## src/rtl/prog_mem_pkg.sv

```systemverilog
// Shared definitions for the program memory, the fetch stage and the boot loader.
package prog_mem_pkg;

  // Default geometry of the program store.
  localparam int DEF_DATA_W = 15;
  localparam int DEF_ADDR_W = 8;

  // Word written everywhere by the hardware clear sequence.
  localparam logic [DEF_DATA_W-1:0] DEF_NOP_WORD = '0;

  // CLEAR fills the array after reset; RUN is terminal until the next reset.
  typedef enum logic {
    CLEAR = 1'b0,
    RUN   = 1'b1
  } state_t;

endpackage

```

## src/rtl/prog_mem_array.sv

```systemverilog
// Single-clock DEPTH x DATA_W storage with one write port and one registered,
// write-first read port.
module prog_mem_array #(
  parameter int                DATA_W   = 15,
  parameter int                ADDR_W   = 8,
  parameter logic [DATA_W-1:0] NOP_WORD = '0
) (
  input  logic              clk,
  input  logic              rst_n,
  input  logic              i_we,
  input  logic [ADDR_W-1:0] i_waddr,
  input  logic [DATA_W-1:0] i_wdata,
  input  logic              i_re,
  input  logic [ADDR_W-1:0] i_raddr,
  output logic [DATA_W-1:0] o_rdata
);

  localparam int DEPTH = 1 << ADDR_W;

  logic [DATA_W-1:0] r_mem [DEPTH];
  logic [DATA_W-1:0] r_rdata;
  logic              w_bypass;

  // A same-edge write to the fetched address forwards the new word.
  assign w_bypass = i_we && (i_waddr == i_raddr);

  // Storage write; the array itself is never reset, the clear engine overwrites it.
  always_ff @(posedge clk) begin
    if (i_we) begin
      r_mem[i_waddr] <= i_wdata;
    end
  end

  // Registered read port; holds its value when no read is requested.
  always_ff @(posedge clk or negedge rst_n) begin
    if (!rst_n) begin
      r_rdata <= NOP_WORD;
    end else if (i_re) begin
      r_rdata <= w_bypass ? i_wdata : r_mem[i_raddr];
    end
  end

  assign o_rdata = r_rdata;

endmodule

```

## src/rtl/prog_memory.sv

```systemverilog
// Writable program memory: clear-after-reset engine, registered fetch port
// with valid pulse, and a run-time programming port with ack/err pulses.
module prog_memory
  import prog_mem_pkg::*;
#(
  parameter int                DATA_W   = DEF_DATA_W,
  parameter int                ADDR_W   = DEF_ADDR_W,
  parameter logic [DATA_W-1:0] NOP_WORD = DATA_W'(DEF_NOP_WORD)
) (
  input  logic              clk,
  input  logic              rst_n,
  input  logic              fetch_req,
  input  logic [ADDR_W-1:0] fetch_addr,
  output logic [DATA_W-1:0] fetch_data,
  output logic              fetch_valid,
  output logic              ready,
  input  logic              prog_we,
  input  logic [ADDR_W-1:0] prog_addr,
  input  logic [DATA_W-1:0] prog_data,
  output logic              prog_ack,
  output logic              prog_err
);

  state_t            r_state;
  state_t            w_state_nxt;
  logic [ADDR_W-1:0] r_clear_ptr;
  logic              r_fetch_valid;
  logic              r_prog_ack;
  logic              r_prog_err;

  logic              w_run;
  logic              w_fetch_acc;
  logic              w_prog_acc;
  logic              w_we;
  logic [ADDR_W-1:0] w_waddr;
  logic [DATA_W-1:0] w_wdata;

  assign w_run       = (r_state == RUN);
  assign w_fetch_acc = fetch_req && w_run;
  assign w_prog_acc  = prog_we && w_run;

  // Write-port mux: the clear engine owns the port until RUN, then prog_* does.
  assign w_we    = w_run ? prog_we   : 1'b1;
  assign w_waddr = w_run ? prog_addr : r_clear_ptr;
  assign w_wdata = w_run ? prog_data : NOP_WORD;

  // State register.
  always_ff @(posedge clk or negedge rst_n) begin
    if (!rst_n) begin
      r_state <= CLEAR;
    end else begin
      r_state <= w_state_nxt;
    end
  end

  // Next state: leave CLEAR on the edge that writes the last word.
  always_comb begin
    w_state_nxt = r_state;
    if ((r_state == CLEAR) && (r_clear_ptr == {ADDR_W{1'b1}})) begin
      w_state_nxt = RUN;
    end
  end

  // Clear pointer walks every address once; it stops mattering in RUN.
  always_ff @(posedge clk or negedge rst_n) begin
    if (!rst_n) begin
      r_clear_ptr <= '0;
    end else if (!w_run) begin
      r_clear_ptr <= r_clear_ptr + 1'b1;
    end
  end

  // One-cycle handshake pulses for fetch and program writes.
  always_ff @(posedge clk or negedge rst_n) begin
    if (!rst_n) begin
      r_fetch_valid <= 1'b0;
      r_prog_ack    <= 1'b0;
      r_prog_err    <= 1'b0;
    end else begin
      r_fetch_valid <= w_fetch_acc;
      r_prog_ack    <= w_prog_acc;
      r_prog_err    <= prog_we && !w_run;
    end
  end

  prog_mem_array #(
    .DATA_W  (DATA_W),
    .ADDR_W  (ADDR_W),
    .NOP_WORD(NOP_WORD)
  ) u_array (
    .clk    (clk),
    .rst_n  (rst_n),
    .i_we   (w_we),
    .i_waddr(w_waddr),
    .i_wdata(w_wdata),
    .i_re   (w_fetch_acc),
    .i_raddr(fetch_addr),
    .o_rdata(fetch_data)
  );

  assign fetch_valid = r_fetch_valid;
  assign ready       = w_run;
  assign prog_ack    = r_prog_ack;
  assign prog_err    = r_prog_err;

endmodule

```

## config.mk

```make
export PLATFORM = sky130hd
export DESIGN_NAME = prog_memory
export DESIGN_NICKNAME = d
export VERILOG_FILES = /design/src/rtl/prog_mem_pkg.sv /design/src/rtl/prog_mem_array.sv /design/src/rtl/prog_memory.sv
export SDC_FILE = /design/constraint.sdc
export NUM_CORES = 2
export LEC_CHECK = 0
export BUFFER_PORTS_ARGS = -buffer_cell sky130_fd_sc_hd__buf_2
export CAP_MARGIN = 20
export CORE_MARGIN = 2
export CORE_UTILIZATION = 45
export CTS_CLUSTER_SIZE = 10
export DETAILED_ROUTE_END_ITERATION = 6
export MAX_ROUTING_LAYER = met4
export PLACE_DENSITY = 0.61
export SLEW_MARGIN = 20
export SYNTH_ARGS = -nofsm -noshare
export SYNTH_HDL_FRONTEND = slang
export SYNTH_SLANG_ARGS = --single-unit
```

## constraint.sdc

```tcl
create_clock -name clk -period 13.65 [get_ports clk]
set_input_delay 2.0475 -clock clk [delete_from_list [all_inputs] [get_ports clk]]
set_output_delay 2.0475 -clock clk [all_outputs]
set_load 0.05 [all_outputs]
```

==> metrics.txt <==
I/O pins 54; hold_buf cts 0; antenna violations before repair 27; FP Rows 210; die area 0.335 mm2; final setup TNS 0 ps; Final HPWL DP 218 mm; core area 0.328 mm2; DIE HEIGHT 579 um; WL/cell 32.8 um; Initial Utilization 0.453; Warnings, synthesis 0; Arr. time, crit path 6590 ps; VDD IR-drop max 0.101 mV; Int Power 18.7 mW; clock skew 57.2 ps; P_sw 4.68 mW; Seq pwr share 0.550; chip width 579 um; ys flop type edfxtp_1; Final Slew Violations 0; share of layout cells above drive strength 1 0.273; Synthesized Nets 6584; Unique masters post-synth 56; Clk pwr share 0.429; number of remaining DRC errors 0; First-pass DRT Iterations 6; Seq/Total Area, Yosys 0.781; Fin. Hold Viols 0; Final Setup Violations 0; Post-synth EDFFs 3840; Synth Register Bits 3867; Worst-Skew Late Latency 980 ps; CP Data Required Time 14480 ps; syn_area_per_cell 22.7 um2; filler cell count 25600; total of max-cap violations 0; DRT antenna net count 0; GR Overflow Total 0; area of the multi-input gates 0.0306 mm2; Final period util 0.422; status completed; slew of the pin with the lowest slew margin 1210 ps; Register Area 0.116 mm2; sw frac 0.200; clk buf depth 4; Syn Inst Count 6548; Lkg Pwr 41.8 nW; relative max-transition margin 0.195; first-pass GRT wire length 533 mm; PortBufs 53; DR iter-0 viols 8505; Clock Tree Root clkbuf_16; routed wire length 376 mm; CTS buffer count 430; worst hold slack 578 ps; post_cts resized 0; fraction of registers with async set/reset 0.00698; Comb pwr share 0.021; Pwr Density 140 mW/mm2; Post-Syn Area 0.149 mm2; fmax 174 MHz; number of global-route vias before repair 71100; DR vias/cell 6.13; gr usage total 0.230; H-Tree Depth 5; Setup Crit Path Kind input port to flip-flop; crit path launch type input port; Sink Count 3867; post-layout min period 5760 ps; area delta synth->final 12.3%; final core utilization 0.509; Via Count 70200; CTS tree yes; post-CTS setup buffer count 0; largest net degree at the start of global routing 185; crit path max fanout 64; kind of end point of the critical path flip-flop; Hold WC Path Type flip-flop to flip-flop; RSZ-0062 raised after global routing no; Layout Nets 7020; Final Wtd Congestion 0.845; clock transition at the registers of the reported paths 60 ps
==> sequential cells by signal (all words and copies together) (netlist names) <==
| register | cells |
|---|---|
| r_clear_ptr | 8 |
| u_array.r_mem | 3840 |
| fetch_valid | 1 |
| u_array.o_rdata | 15 |
| prog_err | 1 |
| prog_ack | 1 |
| ready | 1 |
==> cells in the final DEF (no fill, tap or decap), drive strengths merged, types with 15 or more instances in the layout <==
cell       n
mux2      16
nor2     282
mux2i    202
clkbuf   511
edfxtp  3840
dfrtp     27
o22ai    121
and2      22
a21oi     56
o21ai     32
diode     21
a22oi    131
nand3     50
nor3      46
nand4     15
o221ai    56
inv       21
mux4     976
a31oi     16
buf      389
nand2    114
clkinv    22
==> kinds of logic (layout without fill, tap and decap cells) <==
logic type / after synthesis / after routing / share of synthesized area
flip-flops: 3867 / 3867 / 0.781
buffers and inverters: 397 / 944 / 0.0153
XOR/XNOR: 16 / 16 / 0.000943
AND/OR/NAND/NOR: 588 / 588 / 0.0175
other: 0 / 21 / 0
multiplexers: 1194 / 1194 / 0.163
AO/OA/AOI/OAI: 485 / 485 / 0.0227
adder cells (fa/ha/maj): 1 / 1 / 0.0000842
==> metal layers <==
layer  global-route usage  routed length (um)  part of all wire
met1                0.312              151000              0.40
met2                0.357              182000              0.48
met3               0.0389               29600             0.079
met4               0.0762               13500             0.036
met5                    -                   0                 0
==> power by group through the flow <==
| stage | registers (mW) | logic (mW) | clock network (mW) |
|---|---|---|---|
| 2_1_floorplan | 13.1 | 0.350 | 0 |
| 3_3_place_gp | 13.1 | 0.498 | 0 |
| 3_5_place_dp | 13.1 | 0.498 | 0 |
| 4_1_cts | 12.9 | 0.498 | 10.2 |
| 5_1_grt | 12.9 | 0.515 | 10.6 |
| 6_report | 12.9 | 0.490 | 10.0 |
==> synthesized netlist by cell type (22+ instances only) <==
cell type	n	area (um2)
clkbuf_1	143	537
and2_1	22	138
edfxtp_1	3840	115000
buf_4	56	420
nor2_1	282	1060
buf_1	37	139
dfrtp_1	27	676
nand3_1	50	250
a21oi_1	56	280
a22oi_1	131	983
mux2i_1	202	2020
nand2_1	114	428
nor3_1	46	230
o22ai_1	121	757
o221ai_1	56	490
buf_6	51	574
mux4_2	974	21900
buf_2	93	465
==> final timing paths <==
check                      slack, ps                      startpoint                             end  cells after the start
max reg2reg                     8850               ready$_DFFE_PN0P_  u_array.r_mem[91][5]$_DFFE_PP_                      6
max                             7890                   fetch_addr[0]  u_array.o_rdata[8]$_DFFE_PN0P_                      9
max in group asynchronous      11830                           rst_n               ready$_DFFE_PN0P_                      1
min                              580  u_array.o_rdata[1]$_DFFE_PN0P_  u_array.o_rdata[1]$_DFFE_PN0P_                      2
min in group asynchronous       1200                           rst_n  u_array.o_rdata[3]$_DFFE_PN0P_                      1
min reg2reg                      580  u_array.o_rdata[1]$_DFFE_PN0P_  u_array.o_rdata[1]$_DFFE_PN0P_                      2
==> area by class of cell <==
class,instances,area share
sequential,3867,0.695
multi-input combinational,2284,0.183
clock buffer,511,0.0665
tap,4346,0.0326
timing repair buffer,389,0.0184
clock inverter,32,0.00357
antenna,21,0.000315
inverter,12,0.000270
==> metrics by stage <==
step	cell area (um2)	worst slack (ps)	instances	power, mW
global route	167000	7370	11500	24.0
detailed placement	155000	6770	10900	13.6
finish	167000	7890	11500	23.4
floorplan	149000	7510	6548	13.5
global placement	155000	6750	10900	13.6
CTS	167000	7780	11400	23.6
==> worst max-delay path, cell delays in order <==
cell	delay (ps)
buf_12	430
buf_4	770
buf_4	760
mux4_2	590
mux4_2	540
a22oi_1	520
o211ai_1	320
nand4_1	360
o21ai_1	110
Power figures use the tool's default switching activity.
